==> config.mk <==
export PLATFORM = sky130hd
export DESIGN_NAME = intr_seq_ctrl_flat
export DESIGN_NICKNAME = d
export VERILOG_FILES = /design/src/rtl/intr_seq_ctrl_pkg.sv /design/src/rtl/intr_seq_ctrl_if.sv /design/src/rtl/intr_seq_ctrl_sync_edge.sv /design/src/rtl/intr_seq_ctrl.sv /design/src/flat_wrapper.sv
export SDC_FILE = /design/constraint.sdc
export NUM_CORES = 1
export LEC_CHECK = 0
export BUFFER_PORTS_ARGS = -buffer_cell sky130_fd_sc_hd__buf_2
export CAP_MARGIN = 40
export CORE_MARGIN = 1.5
export CORE_UTILIZATION = 40
export CTS_BUF_LIST = sky130_fd_sc_hd__clkbuf_16
export CTS_CLUSTER_SIZE = 40
export DETAILED_ROUTE_END_ITERATION = 8
export GPL_ROUTABILITY_DRIVEN = 0
export HOLD_SLACK_MARGIN = 0.08
export PLACE_DENSITY = 0.76
export SYNTH_ARGS = -nofsm -noshare
export SYNTH_HDL_FRONTEND = slang
export SYNTH_HIERARCHICAL = 1
export SYNTH_SLANG_ARGS = --single-unit
==> constraint.sdc <==
create_clock -name clk -period 5.1 [get_ports clk]
set_clock_uncertainty 0.15 [all_clocks]
set_input_delay 1.02 -clock clk [delete_from_list [all_inputs] [get_ports clk]]
set_output_delay 1.02 -clock clk [all_outputs]
set_load 0.02 [all_outputs]
==> src/rtl/intr_seq_ctrl_pkg.sv <==
// Shared types and constants for the interrupt / return-from-interrupt sequencer.
package intr_seq_ctrl_pkg;

    typedef enum logic [3:0] {
        ST_IDLE     = 4'd0,
        ST_DRAIN    = 4'd1,
        ST_PUSH_HI  = 4'd2,
        ST_PUSH_LO  = 4'd3,
        ST_PUSH_CCR = 4'd4,
        ST_VECTOR   = 4'd5,
        ST_RDRAIN   = 4'd6,
        ST_POP_CCR  = 4'd7,
        ST_POP_LO   = 4'd8,
        ST_POP_HI   = 4'd9,
        ST_RESTORE  = 4'd10
    } state_t;

    // Stack frame word selectors; pops walk them in reverse.
    localparam logic [1:0] WORD_PC_HI = 2'd0;
    localparam logic [1:0] WORD_PC_LO = 2'd1;
    localparam logic [1:0] WORD_CCR   = 2'd2;

    localparam logic [31:0] DEF_INT_VECTOR = 32'h0000_0020;

    function automatic logic [15:0] stack_word(input logic [1:0] sel,
                                               input logic [31:0] pc,
                                               input logic [2:0] ccr);
        case (sel)
            WORD_PC_HI: return pc[31:16];
            WORD_PC_LO: return pc[15:0];
            default:    return {13'b0, ccr};
        endcase
    endfunction

endpackage

==> src/rtl/intr_seq_ctrl_if.sv <==
// Data-memory stack port shared with the MEM stage through a req/gnt handshake.
interface intr_seq_ctrl_if;
    logic        stk_req;
    logic        stk_we;
    logic [15:0] stk_wdata;
    logic        stk_gnt;
    logic [15:0] stk_rdata;
    logic        stk_rvalid;

    modport master (output stk_req, stk_we, stk_wdata,
                    input  stk_gnt, stk_rdata, stk_rvalid);
    modport slave  (input  stk_req, stk_we, stk_wdata,
                    output stk_gnt, stk_rdata, stk_rvalid);
endinterface

==> src/rtl/intr_seq_ctrl_sync_edge.sv <==
// 2-FF synchroniser for the external interrupt, rising-edge detect and one-deep pending flag.
module intr_sync_edge (
    input  logic clk,
    input  logic rst,
    input  logic async_in,
    input  logic clr,
    output logic pending
);
    logic sync1, sync2, sync_d;
    logic rise;

    assign rise = sync2 & ~sync_d;

    // A new edge wins over a same-cycle clear so it is never lost.
    always_ff @(posedge clk or negedge rst) begin
        if (!rst) begin
            sync1   <= 1'b0;
            sync2   <= 1'b0;
            sync_d  <= 1'b0;
            pending <= 1'b0;
        end else begin
            sync1  <= async_in;
            sync2  <= sync1;
            sync_d <= sync2;
            if (rise)
                pending <= 1'b1;
            else if (clr)
                pending <= 1'b0;
        end
    end
endmodule

==> src/rtl/intr_seq_ctrl.sv <==
// Interrupt entry / RTI sequencer: drains the pipe, pushes or pops PC+CCR, redirects fetch.
//   state    | meaning
//   IDLE     | waiting for pending interrupt or RTI
//   DRAIN    | fetch stalled, in-flight instructions retiring (entry)
//   PUSH_*   | writing ret_pc hi, ret_pc lo, CCR to stack
//   VECTOR   | redirect PC to the interrupt vector
//   RDRAIN   | fetch stalled, pipe draining (RTI)
//   POP_*    | reading CCR, pc lo, pc hi back from stack
//   RESTORE  | load restored PC and CCR
module intr_seq_ctrl
    import intr_seq_ctrl_pkg::*;
#(
    parameter int              PC_W         = 32,
    parameter logic [PC_W-1:0] INT_VECTOR   = DEF_INT_VECTOR,
    parameter int              DRAIN_CYCLES = 3
) (
    input  logic                 clk,
    input  logic                 rst,
    input  logic                 intr,
    input  logic                 rti_dec,
    input  logic                 pipe_busy,
    input  logic [PC_W-1:0]      pc_cur,
    input  logic [2:0]           ccr_cur,
    intr_seq_ctrl_if.master      stk,
    output logic                 fetch_stall,
    output logic                 flush_ifid,
    output logic                 pc_load,
    output logic [PC_W-1:0]      pc_load_val,
    output logic                 ccr_load,
    output logic [2:0]           ccr_load_val,
    output logic                 intr_ack,
    output logic                 seq_busy
);
    localparam logic [3:0] CNT_INIT = 4'(DRAIN_CYCLES - 1);

    state_t          state, state_nxt;
    logic [3:0]      cnt, cnt_nxt;
    logic [PC_W-1:0] ret_pc, ret_pc_nxt;
    logic [2:0]      sav_ccr, sav_ccr_nxt;
    logic [2:0]      ccr_val, ccr_val_nxt;
    logic            gnt_seen, gnt_seen_nxt;
    logic            pending;
    logic [1:0]      push_sel;

    intr_sync_edge u_sync_edge (
        .clk      (clk),
        .rst      (rst),
        .async_in (intr),
        .clr      (intr_ack),
        .pending  (pending)
    );

    always_ff @(posedge clk or negedge rst) begin
        if (!rst) begin
            state    <= ST_IDLE;
            cnt      <= '0;
            ret_pc   <= '0;
            sav_ccr  <= '0;
            ccr_val  <= '0;
            gnt_seen <= 1'b0;
        end else begin
            state    <= state_nxt;
            cnt      <= cnt_nxt;
            ret_pc   <= ret_pc_nxt;
            sav_ccr  <= sav_ccr_nxt;
            ccr_val  <= ccr_val_nxt;
            gnt_seen <= gnt_seen_nxt;
        end
    end

    assign fetch_stall  = (state != ST_IDLE);
    assign seq_busy     = (state != ST_IDLE);
    assign ccr_load_val = ccr_val;
    assign push_sel     = (state == ST_PUSH_HI) ? WORD_PC_HI :
                          (state == ST_PUSH_LO) ? WORD_PC_LO : WORD_CCR;

    always_comb begin
        state_nxt     = state;
        cnt_nxt       = cnt;
        ret_pc_nxt    = ret_pc;
        sav_ccr_nxt   = sav_ccr;
        ccr_val_nxt   = ccr_val;
        gnt_seen_nxt  = gnt_seen;
        stk.stk_req   = 1'b0;
        stk.stk_we    = 1'b0;
        stk.stk_wdata = '0;
        flush_ifid    = 1'b0;
        pc_load       = 1'b0;
        pc_load_val   = '0;
        ccr_load      = 1'b0;
        intr_ack      = 1'b0;

        unique case (state)
            ST_IDLE: begin
                if (pending && !pipe_busy) begin
                    intr_ack    = 1'b1;
                    flush_ifid  = 1'b1;
                    ret_pc_nxt  = pc_cur;
                    sav_ccr_nxt = ccr_cur;
                    cnt_nxt     = CNT_INIT;
                    state_nxt   = ST_DRAIN;
                end else if (rti_dec) begin
                    flush_ifid = 1'b1;
                    cnt_nxt    = CNT_INIT;
                    state_nxt  = ST_RDRAIN;
                end
            end
            ST_DRAIN, ST_RDRAIN: begin
                if (cnt == 4'd0)
                    state_nxt = (state == ST_DRAIN) ? ST_PUSH_HI : ST_POP_CCR;
                else
                    cnt_nxt = cnt - 4'd1;
            end
            ST_PUSH_HI, ST_PUSH_LO, ST_PUSH_CCR: begin
                stk.stk_req   = 1'b1;
                stk.stk_we    = 1'b1;
                stk.stk_wdata = stack_word(push_sel, 32'(ret_pc), sav_ccr);
                if (stk.stk_gnt)
                    state_nxt = (state == ST_PUSH_HI) ? ST_PUSH_LO :
                                (state == ST_PUSH_LO) ? ST_PUSH_CCR : ST_VECTOR;
            end
            ST_VECTOR: begin
                pc_load     = 1'b1;
                pc_load_val = INT_VECTOR;
                state_nxt   = ST_IDLE;
            end
            // Request until granted, then wait for the read data one cycle later.
            ST_POP_CCR, ST_POP_LO, ST_POP_HI: begin
                stk.stk_req = !gnt_seen;
                if (!gnt_seen && stk.stk_gnt)
                    gnt_seen_nxt = 1'b1;
                if (gnt_seen && stk.stk_rvalid) begin
                    gnt_seen_nxt = 1'b0;
                    case (state)
                        ST_POP_CCR: begin
                            ccr_val_nxt = stk.stk_rdata[2:0];
                            state_nxt   = ST_POP_LO;
                        end
                        ST_POP_LO: begin
                            ret_pc_nxt[15:0] = stk.stk_rdata;
                            state_nxt        = ST_POP_HI;
                        end
                        default: begin
                            ret_pc_nxt[31:16] = stk.stk_rdata;
                            state_nxt         = ST_RESTORE;
                        end
                    endcase
                end
            end
            ST_RESTORE: begin
                pc_load     = 1'b1;
                pc_load_val = ret_pc;
                ccr_load    = 1'b1;
                state_nxt   = ST_IDLE;
            end
            default: state_nxt = ST_IDLE;
        endcase
    end
endmodule

==> src/flat_wrapper.sv <==
// flat-port wrapper written by rule: the top's interface ports become plain ports
module intr_seq_ctrl_flat import intr_seq_ctrl_pkg::*;
#(
    parameter int              PC_W         = 32,
    parameter logic [PC_W-1:0] INT_VECTOR   = DEF_INT_VECTOR,
    parameter int              DRAIN_CYCLES = 3
)
  (clk, rst, intr, rti_dec, pipe_busy, pc_cur, ccr_cur, fetch_stall, flush_ifid, pc_load, pc_load_val, ccr_load, ccr_load_val, intr_ack, seq_busy, stk_stk_req, stk_stk_we, stk_stk_wdata, stk_stk_gnt, stk_stk_rdata, stk_stk_rvalid);
  intr_seq_ctrl_if stk_i ();
  input  logic clk;
  input  logic rst;
  input  logic intr;
  input  logic rti_dec;
  input  logic pipe_busy;
  input  logic [PC_W-1:0] pc_cur;
  input  logic [2:0] ccr_cur;
  output logic fetch_stall;
  output logic flush_ifid;
  output logic pc_load;
  output logic [PC_W-1:0] pc_load_val;
  output logic ccr_load;
  output logic [2:0] ccr_load_val;
  output logic intr_ack;
  output logic seq_busy;
  output wire logic [$bits(stk_i.stk_req)-1:0] stk_stk_req;
  output wire logic [$bits(stk_i.stk_we)-1:0] stk_stk_we;
  output wire logic [$bits(stk_i.stk_wdata)-1:0] stk_stk_wdata;
  input wire logic [$bits(stk_i.stk_gnt)-1:0] stk_stk_gnt;
  input wire logic [$bits(stk_i.stk_rdata)-1:0] stk_stk_rdata;
  input wire logic [$bits(stk_i.stk_rvalid)-1:0] stk_stk_rvalid;
  assign stk_stk_req = stk_i.stk_req;
  assign stk_stk_we = stk_i.stk_we;
  assign stk_stk_wdata = stk_i.stk_wdata;
  assign stk_i.stk_gnt = stk_stk_gnt;
  assign stk_i.stk_rdata = stk_stk_rdata;
  assign stk_i.stk_rvalid = stk_stk_rvalid;
  intr_seq_ctrl #(.PC_W(PC_W), .INT_VECTOR(INT_VECTOR), .DRAIN_CYCLES(DRAIN_CYCLES)) u_core (.clk(clk), .rst(rst), .intr(intr), .rti_dec(rti_dec), .pipe_busy(pipe_busy), .pc_cur(pc_cur), .ccr_cur(ccr_cur), .stk(stk_i), .fetch_stall(fetch_stall), .flush_ifid(flush_ifid), .pc_load(pc_load), .pc_load_val(pc_load_val), .ccr_load(ccr_load), .ccr_load_val(ccr_load_val), .intr_ack(intr_ack), .seq_busy(seq_busy));
endmodule
After elaboration in Yosys (flattened, before gate mapping)
Cells that the tools add are included.

Register bits: 51. Output and inout port bits: 59. Logic and storage cells: 95.

Add/subtract/negate cells: 1. Eq/ne operators: 19. Muxes and demuxes: 37. Bitwise logic cells: 2. Reductions and logical operators: 25.

Operator list (number): case mux 32 bit (2 select lines) (2); 2-to-1 mux 32 bit (2); 2-to-1 mux 16 bit (3); 2-to-1 mux 4 bit (9); case mux 16 bit (2 select lines) (1); equality test 4 x 3 -> 1 bit (second input constant) (4); case mux 4 bit (4 select lines) (1); 2-to-1 mux 1 bit (13); equality test 4 bit (second input constant) (3); AND reduction 4 bit (3); equality test 4 x 2 -> 1 bit (second input constant) (2); zero test 4 bit (2); != test 2 x 1 -> 1 bit (second input constant) (4); case mux 4 bit (2 select lines) (1); nonzero test 2 bit (4); != test 2 bit (second input constant) (3); AND reduction 3 bit (2); OR reduction 2 bit (3); OR reduction 3 bit (2); equality test 4 x 1 -> 1 bit (second input constant) (1); 2-to-1 mux 2 bit (2); case mux 2 bit (2 select lines) (1); AND reduction 2 bit (2); nonzero test 4 bit (1); 10 further kinds (13).

Depth between registers and ports, before layout
Gate-level depths: netlist of the first run.

Depth after elaboration: 6. Mapped depth: 7.

Cells and area by module
The synthesis of the first run kept the hierarchy.

Modules (own cells, without submodules): intr_seq_ctrl (instances 1, cells an instance 315, area each 2795.2 um^2); intr_sync_edge (instances 1, cells an instance 7, area each 120.1 um^2).

Worst setup path after synthesis of the first run
OpenSTA, ideal clock, no wires.

Path type: reg2out. Start point: register u_core.state[3]. End point: output stk_stk_req. Arrival: 1793 ps. Slack: 2137 ps. Cell stages (with the launch flop): 7. Cells stage by stage: dfrtp_1 buf_6 nand4b_1 o21a_1 buf_4 buf_2 o21ai_0.

Longest elaborated chain between the ends: 3.

RTL lines: start, declared (line intr_seq_ctrl.sv:36) `state_t state, state_nxt;`; start signal, assigned (line intr_seq_ctrl.sv:62) `state <= state_nxt;`; equality test 4 bit, or another cell as far along (line intr_seq_ctrl.sv:93) `unique case (state)`; OR reduction 3 bit (line intr_seq_ctrl.sv:93); case mux 1 bit (2 select lines) * (line intr_seq_ctrl.sv:93); end, declared (line flat_wrapper.sv:25) `output wire logic [$bits(stk_i.stk_req)-1:0] stk_stk_req;`.

Mark *: on every way between the ends. The rest lies on a longest branch, timed or not.

Final worst setup path of the first run
Start point: register u_core.state[0]. End point: output pc_load_val[24].

Longest elaborated chain between the ends: 2.

RTL lines: equality test 4 bit / equality test 4 x 3 -> 1 bit (equally long branches) (line intr_seq_ctrl.sv:93); case mux 32 bit (2 select lines) * (line intr_seq_ctrl.sv:93); end, declared (line flat_wrapper.sv:20) `output logic [PC_W-1:0] pc_load_val;`.

Marked as above.

==> metrics.md, run 1 <==
| Metric | Value |
|---|---|
| CTS Buf Count | `5` |
| Detailed Route WL | `7910 um` |
| CTS clk-pin slew, worst paths | `0.07 ns` |
| Vias per inst | `5.12` |
| Post-synthesis register bit count | `51` |
| Cell variety after synth | `45` |
| Tot GR Track Use | `19.8%` |
| Power density over cell area | `603 nW/um^2` |
| Core Region | `6910 um^2` |
| Die Y | `88.4 um` |
| Synth top area share | `43.8%` |
| Crit Reg-Reg Endpoint | `u_core/state[0]$_DFFE_PN0P_` |
| DR iter-0 viols | `162` |
| WL/cell | `15.1 um` |
| Number of global-route vias before repair | `2,490` |
| Row cnt | `30` |
| Area leader, netlist | `dfrtp_1` |
| Skew-Pair Late Insertion Delay | `0.28 ns` |
| Post-synthesis sequential area ratio | `43.8%` |
| Mapped Area | `2920 um^2` |
| Maximum vdd ir drop | `0.000214 V` |
| Max_cap viols | `0` |
| Number of I/O pins | `117` |
| FFs w/ async S/R, synth | `100%` |
| Share of cells above drive strength 1 | `34.5%` |
| Worst setup EP type | `primary output` |
| Post-DRT Antenna Nets | `0` |
| Crit path DAT | `2.34 ns` |
| HPWL after DPL | `5840 um` |
| CTS Sinks | `51` |
| Overall power | `2.27 mW` |
| Fmax | `285 MHz` |
| RSZ-0062 raised after global routing | `no` |
| Worst hold path class | `flip-flop to flip-flop` |
| First-pass GRT wire length | `12,100 um` |
| Endpoints failing hold | `0` |
| WHS Endpoint | `u_core/u_sync_edge/sync2$_DFF_PN0_` |
| Max FO, Critical Path | `26` |
| Worst EP required | `3.93 ns` |
| Filler cells | `662` |
| I/O Buffers | `116` |
| # hold bufs at CTS | `0` |
| Slowest library cell on the worst path | `dfrtp_1` |
| Post-cts resize count | `0` |
| Worst path max stage delay | `0.59 ns` |
| Yosys warns | `6` |
| Longest Clk Path Bufs | `2` |
| Setup Total Neg Slack | `0 ns` |
| Synth Flop Type | `dfrtp_1` |
| Initial antenna violation count | `0` |
| Worst Hold Launch | `u_core/u_sync_edge/sync1$_DFF_PN0_` |
| Cell count after synthesis | `322` |
| Type of origin of the critical path | `flip-flop` |
| Largest cells by area after synthesis | `dfrtp_1 (44%), a21oi_1 (8.8%), and2_1 (6.9%), a22o_1 (5.1%), nor2b_1 (4.3%)` |
| CTS tree | `built` |
| Reg-to-reg startpoint | `u_core/state[3]$_DFFE_PN0P_` |
| Reg2reg path depth | `5` |
| Register-to-Register Setup Slack | `2.64 ns` |
| Hold Path Cell Cnt | `0` |
| Area Growth Syn to Fin | `29.2%` |
| Crit-path cells | `nand2b_1 > nor2_1 > buf_4 > and2_1 > buf_2` |
| H-tree lvl count | `2` |
| EDFF count, synth | `0` |
| Reg area | `1280 um^2` |
| Die width | `88.4 um` |
| Post-route DRC | `0` |
| DRT Pass-1 Iters | `4` |
| Crit Path Class | `flip-flop to primary output` |
| Leakage | `1.89 nW` |
| Multi-input gate area | `1500 um^2` |
| Diodes inserted | `0` |
| Outcome | `completed` |
| Largest net degree at the start of global routing | `53` |
| # Post-CTS Setup Buffers | `0` |
| Syn_nets | `382` |
| Final Slew Violations | `0` |
| Post-route minimum period | `3.51 ns` |
| Die ar. | `7810 um^2` |
| Synth top cells by count | `a21oi_1 (51), dfrtp_1 (51), and2_1 (32)` |
| Slew HR | `52.8%` |
| Clock root buffer master | `clkbuf_16` |
| Via count | `2,687` |
| Tcrit/Tclk final | `68.9%` |
| Least-Margin Pin Slew | `0.706 ns` |
| Initial Utilization | `42.2%` |
| Final-report setup violation count | `0` |
| Fin nets | `488` |
| Grt ovf | `0` |
| Avg Inst Size Synth | `9.05 um^2` |
## state kept, by name (all words and copies together), names as in the netlist, 3 cells and up
signal,flops
u_core/sav_ccr,3
u_core/ccr_load_val,3
u_core/cnt,4
u_core/ret_pc,32
u_core/state,4
## per-layer routing
metal / global-route usage, % / wire [um] / vias up
li1: - / - / 1343
met1: 27.0 / 3510 / 1261
met2: 33.2 / 4000 / 77
met3: 3.45 / 338 / 6
met4: 4.40 / 55 / 0
met5: 0 / 0 / -
## how the worst max path moves through the flow
stage                                startpoint                end  slack (ns)  cells past startpoint
floorplan           u_core/state[3]$_DFFE_PN0P_        stk_stk_req        2.14                      6
global placement    u_core/state[0]$_DFFE_PN0P_  stk_stk_wdata[12]        1.96                      4
detailed placement  u_core/state[0]$_DFFE_PN0P_    pc_load_val[24]        1.85                      5
CTS                 u_core/state[0]$_DFFE_PN0P_    pc_load_val[24]        1.53                      5
global route        u_core/state[0]$_DFFE_PN0P_     pc_load_val[5]        1.38                      5
finish              u_core/state[0]$_DFFE_PN0P_    pc_load_val[24]        1.59                      5
## area by class of cell
class	count	area share [%]
Multi-Input combinational cell	240	39.9
Sequential cell	51	33.9
Timing Repair Buffer	122	17.7
Clock buffer	5	3.32
Tap cell	96	3.19
Clock inverter	3	1.23
Inverter	8	0.797
## critical path: cells and delay by family (launching register included)
kind                   cells  cell delay [ns]
AND/OR/NAND/NOR            3             0.94
buffers and inverters      2             0.51
flip-flops                 1             0.59
## cell usage in the layout, fill, tap and decap left out, drive strengths merged, types with 3 or more instances in the layout
master    n
buf     122
a21oi    52
dfrtp    51
and2     32
nor2     26
nor2b    20
o21ai    20
nand2    19
a22o     17
inv       9
mux2      7
nor3      7
clkbuf    5
mux2i     4
a31oi     4
a211oi    3
nor4      3
## power by group
part           internal [mW]  switching [mW]  total (mW)
clock network          0.233           0.151       0.385
registers              0.587           0.199       0.786
logic                  0.458           0.642        1.10
total                   1.28           0.992        2.27
## logic make-up after synthesis
logic type / Yosys count / synth area share, %
muxes: 11 / 4.08
AOI/OAI and AO/OA: 109 / 23.5
adders and majority gates: 2 / 0.858
and+or+nand+nor: 118 / 22.7
buffers and inverters: 31 / 5.02
DFF: 51 / 43.8
## metrics by stage
| step | utilization (%) | std cells | setup slack [ns] | hold slack [ns] | area, um^2 |
|---|---|---|---|---|---|
| after global placement | 51.2 | 514 | 1.96 | 0.197 | 3530 |
| after floorplan | - | 322 | 2.14 | 0.181 | 2920 |
| after detailed placement | 52.1 | 517 | 1.85 | 0.188 | 3600 |
| final | 54.5 | 525 | 1.59 | 0.215 | 3770 |
| after CTS | 54.5 | 525 | 1.53 | 0.216 | 3770 |
| after global routing | 54.5 | 525 | 1.38 | 0.222 | 3770 |
(Power assumes the default switching activity.)
==> run 2: changes to the inputs <==
==> constraint.sdc (replaced) <==
create_clock -name clk -period 3.3 [get_ports clk]
set_clock_uncertainty 0.15 [all_clocks]
set_input_delay 0.66 -clock clk [delete_from_list [all_inputs] [get_ports clk]]
set_output_delay 0.66 -clock clk [all_outputs]
set_load 0.02 [all_outputs]
==> metrics.md, run 2 (synthesized netlist as in run 1, its figures left out) <==
| Metric | Value |
|---|---|
| Outcome | `completed` |
| Die width | `88.4 um (unchanged)` |
| Type of origin of the critical path | `flip-flop` |
| Crit Path Class | `flip-flop to primary output` |
| Worst hold path class | `primary input to async pin` |
| Post-DRT Antenna Nets | `0 (unchanged)` |
| Fin nets | `489 (+0.20%)` |
| Setup Total Neg Slack | `0 ns (unchanged)` |
| WL/cell | `14.8 um (-1.8%)` |
| Commonest non-fill, non-tap cells in the layout | `buf_2 (116), a21oi_1 (51), dfrtp_1 (51)` |
| Die ar. | `7810 um^2 (unchanged)` |
| Detailed Route WL | `7780 um (-1.6%)` |
| Post-route minimum period | `3.01 ns` |
| Final Slew Violations | `0 (unchanged)` |
| Dpl cell area | `3570 um^2 (-0.70%)` |
| Post-route DRC | `0 (unchanged)` |
| Power density over cell area | `942 nW/um^2 (+56%)` |
| Instance count on the critical path | `4 (-1)` |
| Buf/Inv on CP | `1 (-1)` |
| Max_cap viols | `0 (unchanged)` |
| H-tree lvl count | `2 (unchanged)` |
| Die Y | `88.4 um (unchanged)` |
| Share of cells above drive strength 1 | `34.7% (+0.15 points)` |
| Worst setup EP type | `primary output` |
| Pre-CTS setup slack | `0.649 ns (-1.21 ns)` |
| DR iter-0 viols | `130 (-20%)` |
| I/O Buffers | `116 (unchanged)` |
| # hold bufs at CTS | `0 (unchanged)` |
| CTS tree | `built` |
| Max FO, Critical Path | `15 (-42%)` |
| DRT Pass-1 Iters | `4 (unchanged)` |
| Tcrit/Tclk final | `91.2%` |
| Crit path DAT | `2.20 ns (-0.14 ns)` |
| Switching share of power | `42.8% (-0.88 points)` |
| # Post-CTS Setup Buffers | `0 (unchanged)` |
| Design Area, Final | `3760 um^2 (about the same)` |
| Final-report setup violation count | `0 (unchanged)` |
| Worst EP required | `2.49 ns (-1.44 ns)` |
| HPWL after DPL | `5850 um (+0.11%)` |
| Reg2reg path depth | `5 (unchanged)` |
| Fmax | `332 MHz` |
| CTS clk-pin slew, worst paths | `0.07 ns (about the same)` |
| Core Region | `6910 um^2 (unchanged)` |
| Cell family with most CP delay | `simple AND/OR/NAND/NOR gates` |
| Row cnt | `30 (unchanged)` |
| Worst path max stage delay | `0.61 ns (+0.02 ns)` |
| Overall power | `3.54 mW (+56%)` |
| Grt ovf | `0 (unchanged)` |
| Leakage | `1.89 nW (+0.14%)` |
| RSZ-0062 raised after global routing | `no` |
| Slew HR | `48.8% (-4.0 points)` |
| P_int | `2.03 mW (+59%)` |
| First-pass GRT wire length | `12,100 um (+0.34%)` |
| Endpoints failing hold | `0 (unchanged)` |
| Max reg flops | `32 (unchanged)` |
| Via count | `2,696 (+0.33%)` |
| Maximum vdd ir drop | `0.000387 V (+81%)` |
| Tot GR Track Use | `20.0% (+0.20 points)` |
| Skew-Pair Late Insertion Delay | `0.28 ns (about the same)` |
| Clock share of power | `18.6% (+1.7 points)` |
| Initial antenna violation count | `0 (unchanged)` |
| Number of global-route vias before repair | `2,505 (+0.60%)` |
| Flop pwr share | `34.2% (-0.4 points)` |
| Biggest registers after layout | `u_core/ret_pc (32), u_core/cnt (4), u_core/state (4)` |
| Diodes inserted | `0 (unchanged)` |
| CTS Sinks | `51 (unchanged)` |
| Largest net degree at the start of global routing | `53 (unchanged)` |
| Most common cell after layout, fill and taps aside | `buf_2` |
| Switching power | `1.52 mW (+53%)` |
| Area Growth Syn to Fin | `29.1% (about the same)` |
| Part of the power in combinational logic | `47.3% (-1.1 points)` |
| Post-cts resize count | `0 (unchanged)` |
| Least-Margin Pin Slew | `0.766 ns (+0.0601 ns)` |
| Number of I/O pins | `117 (unchanged)` |
| Initial Utilization | `42.2% (unchanged)` |
| Clock root buffer master | `clkbuf_16` |
| Top reg by flops | `u_core/ret_pc` |
| Setup ws final | `0.289 ns (-1.30 ns)` |
| Crit-path cells | `nor2_1 > and3_1 > a22o_1 > buf_2` |
| Slowest library cell on the worst path | `and3_1` |
| CTS Buf Count | `5 (unchanged)` |
| Longest Clk Path Bufs | `2 (unchanged)` |
| Vias per inst | `5.13 (+0.14%)` |
-- run 2: cell types whose count changed in the layout (fill, tap and decap cells not counted), sizes merged --
cell	delta
bufinv	+1
inv	-1
buf	+1
-- run 2: layout make-up --
cell class	instances	area [um^2]
fill	673	3140
multi-input combinational	240	1500
sequential	51	1280
timing repair buffer	123	641
clock buffer	5	125
tap	96	120
clock inverter	3	67.6
inverter	8	30.0
-- run 2: through the flow --
step	std cells	hold WS, ns	utilization [%]
2_1_floorplan	322	0.181	-
3_3_place_gp	517	0.187	51.5
3_5_place_dp	518	0.200	51.7
4_1_cts	526	0.181	54.5
5_1_grt	526	0.205	54.5
6_report	526	0.168	54.5
-- run 2: power groups by stage --
stage	Clock, mW	Combinational, mW	Sequential [mW]
3_3_place_gp	0	1.62	1.20
5_1_grt	0.701	1.86	1.25
3_5_place_dp	0	1.68	1.22
2_1_floorplan	0	1.32	1.09
6_report	0.657	1.68	1.21
4_1_cts	0.677	1.68	1.21
-- run 2: path summary, 6_finish.rpt --
check / from / slack, ns / endpoint
worst max-delay path: u_core/state[3]$_DFFE_PN0P_ / 0.29 / stk_stk_wdata[3]
worst min-delay path: rst / 0.17 / u_core/ccr_load_val[0]$_DFFE_PN0P_
worst max register to register: u_core/state[3]$_DFFE_PN0P_ / 0.86 / u_core/state[0]$_DFFE_PN0P_
worst min register to register: u_core/u_sync_edge/sync1$_DFF_PN0_ / 0.21 / u_core/u_sync_edge/sync2$_DFF_PN0_
max in group asynchronous: rst / 2.06 / u_core/ret_pc[22]$_DFFE_PN0P_
min in group clk: u_core/u_sync_edge/sync1$_DFF_PN0_ / 0.21 / u_core/u_sync_edge/sync2$_DFF_PN0_
-- run 2: per-layer routing --
layer,vias to the layer above,global-route usage [%],share of wire [%]
li1,1348,-,-
met1,1252,26.6,44
met2,84,32.7,49
met3,12,3.73,5.0
met4,0,7.53,2.0
met5,-,0,0
-- run 2: worst reg2reg max path, delay by kind of cell (launching register included) --
kind,cells,cell delay [ns]
AOI/OAI and AO/OA,3,0.77
DFF,1,0.72
muxes,1,0.35
and+or+nand+nor,1,0.33
==> run 3: changes to the inputs <==
--- a/config.mk
+++ b/config.mk
@@ -7,6 +7,7 @@
 export LEC_CHECK = 0
 export BUFFER_PORTS_ARGS = -buffer_cell sky130_fd_sc_hd__buf_2
 export CAP_MARGIN = 40
+export CORE_ASPECT_RATIO = 0.5
 export CORE_MARGIN = 1.5
 export CORE_UTILIZATION = 40
 export CTS_BUF_LIST = sky130_fd_sc_hd__clkbuf_16
==> metrics.md, run 3 (synthesized netlist as in run 1, its figures left out) <==
| Metric | Value |
|---|---|
| Vias per inst | `5.10 (-0.50%)` |
| Initial antenna violation count | `0 (unchanged)` |
| Endpoints failing hold | `0 (unchanged)` |
| Fin nets | `489 (unchanged)` |
| Crit Reg-Reg Endpoint | `u_core/state[0]$_DFFE_PN0P_` |
| Via count | `2,662 (-1.3%)` |
| Overall power | `3.45 mW (-2.6%)` |
| Least-Margin Pin Slew | `0.694 ns (-0.0719 ns)` |
| Die width | `124 um (+40%)` |
| # Post-CTS Setup Buffers | `0 (unchanged)` |
| Reg2reg path depth | `5 (unchanged)` |
| Worst setup EP type | `primary output` |
| Max reg flops | `32 (unchanged)` |
| Dpl cell area | `3560 um^2 (-0.25%)` |
| CTS tree | `built` |
| Tcrit/Tclk final | `91.6% (+0.34 points)` |
| CTS clk-pin slew, worst paths | `0.07 ns (about the same)` |
| Post-route minimum period | `3.02 ns (+0.0112 ns)` |
| Post-route DRC | `0 (unchanged)` |
| Worst Setup SP | `u_core/state[3]$_DFFE_PN0P_` |
| Crit path DAT | `2.21 ns (about the same)` |
| Area Growth Syn to Fin | `27.8%` |
| Design Area, Final | `3730 um^2 (-1.0%)` |
| Biggest registers after layout | `u_core/ret_pc (32), u_core/cnt (4), u_core/state (4)` |
| Most common cell after layout, fill and taps aside | `buf_2` |
| Placed Cells | `514 (-0.77%)` |
| DR iter-0 viols | `116 (-11%)` |
| Top reg by flops | `u_core/ret_pc` |
| Post-DRT Antenna Nets | `0 (unchanged)` |
| First-pass GRT wire length | `12,900 um (+6.2%)` |
| Row cnt | `21 (-30%)` |
| Number of I/O pins | `117 (unchanged)` |
| Longest Clk Path Bufs | `2 (unchanged)` |
| Slew HR | `53.7% (+4.9 points)` |
| Grt ovf | `0 (unchanged)` |
| Power density over cell area | `926 nW/um^2 (-1.6%)` |
| Largest net degree at the start of global routing | `53 (unchanged)` |
| Filler cells | `625 (-7.1%)` |
| # hold bufs at CTS | `0 (unchanged)` |
| Max_cap viols | `0 (unchanged)` |
| Worst hold path class | `primary input to async pin` |
| Die ar. | `7840 um^2 (+0.40%)` |
| Detailed Route WL | `7620 um (-2.0%)` |
| Clock root buffer master | `clkbuf_16` |
| RSZ-0062 raised after global routing | `no` |
| Number of global-route vias before repair | `2,638 (+5.3%)` |
| Layout Cells excl Fill | `522 (-0.76%)` |
| Initial Utilization | `42.5% (+0.30 points)` |
| Core Region | `6860 um^2 (-0.71%)` |
| H-tree lvl count | `2 (unchanged)` |
| Type of origin of the critical path | `flip-flop` |
| Worst path max stage delay | `0.65 ns (+0.04 ns)` |
| Diodes inserted | `0 (unchanged)` |
| Crit Path Class | `flip-flop to primary output` |
| Worst EP required | `2.49 ns (about the same)` |
| Share of cells above drive strength 1 | `34.9% (+0.23 points)` |
| Max FO, Critical Path | `15 (unchanged)` |
| DRT Pass-1 Iters | `4 (unchanged)` |
| I/O Buffers | `116 (unchanged)` |
| Final-report setup violation count | `0 (unchanged)` |
| HPWL after DPL | `5400 um (-7.6%)` |
| Post-cts resize count | `0 (unchanged)` |
| CTS Buf Count | `5 (unchanged)` |
| Die Y | `63.4 um (-28%)` |
| Reg-to-reg startpoint | `u_core/state[3]$_DFFE_PN0P_` |
| Post-layout util | `54.3% (-0.16 points)` |
| Leakage | `1.88 nW (-0.65%)` |
| Maximum vdd ir drop | `0.000337 V (-13%)` |
| CTS Sinks | `51 (unchanged)` |
| Tot GR Track Use | `21.0% (+0.96 points)` |
| Skew-Pair Late Insertion Delay | `0.28 ns (about the same)` |
| Slowest library cell on the worst path | `and3_1` |
| Outcome | `completed` |
| Commonest non-fill, non-tap cells in the layout | `buf_2 (116), a21oi_1 (51), dfrtp_1 (51)` |
| Crit-path cells | `nor2_1 > and3_1 > a22o_1 > buf_2` |
| Register-to-Register Setup Slack | `0.87 ns (about the same)` |
| Final Slew Violations | `0 (unchanged)` |
| WL/cell | `14.6 um (-1.2%)` |
| Fmax | `331 MHz (-0.37%)` |
| Setup Total Neg Slack | `0 ns (unchanged)` |
## run 3: changes by cell type in the layout (fill, tap and decap cells not counted), sizes merged
cell | before | now
clkinv | 0 | 2
bufinv | 2 | 1
clkinvlp | 1 | 0
## run 3: area by class of cell
| cell class | instances | area, um^2 | share of cell area [%] |
|---|---|---|---|
| Inverter | 8 | 30.0 | 0.806 |
| Timing Repair Buffer | 123 | 633 | 17.0 |
| Clock inverter | 3 | 38.8 | 1.04 |
| Multi-Input combinational cell | 240 | 1510 | 40.5 |
| Tap cell | 92 | 115 | 3.09 |
| Clock buffer | 5 | 125 | 3.36 |
| Sequential cell | 51 | 1280 | 34.3 |
## run 3: critical path: cells and delay by family (launching register included)
kind                   cells  cell delay [ns]
AOI/OAI and AO/OA          1             0.26
DFF                        1             0.59
buffers and inverters      1             0.16
and+or+nand+nor            2             0.93
## run 3: metrics by stage
step / hold WS (ns) / worst slack [ns]
global placement: 0.184 / 0.669
floorplan: 0.181 / 0.697
global route: 0.213 / 0.136
CTS: 0.208 / 0.271
detailed placement: 0.195 / 0.599
finish: 0.192 / 0.278
## run 3: power by group
part	switching [mW]	internal, mW	leakage [nW]
registers	0.292	0.908	0.610
clock network	0.215	0.354	0.0812
logic	0.996	0.687	1.19
## run 3: metal layers
layer  share of wire [%]  track usage, %  vias to the layer above
met4                 1.4            5.32                        0
li1                    -               -                     1340
met5                   0               0                        -
met3                 5.5            4.71                        8
met2                  49            35.6                       64
met1                  44            27.1                     1250
## run 3: how the worst max path moves through the flow
| stage | end | slack, ns |
|---|---|---|
| global route | stk_stk_wdata[11] | 0.14 |
| detailed placement | stk_stk_wdata[6] | 0.60 |
| floorplan | stk_stk_req | 0.70 |
| CTS | stk_stk_wdata[6] | 0.27 |
| finish | stk_stk_wdata[6] | 0.28 |
| global placement | stk_stk_wdata[11] | 0.67 |
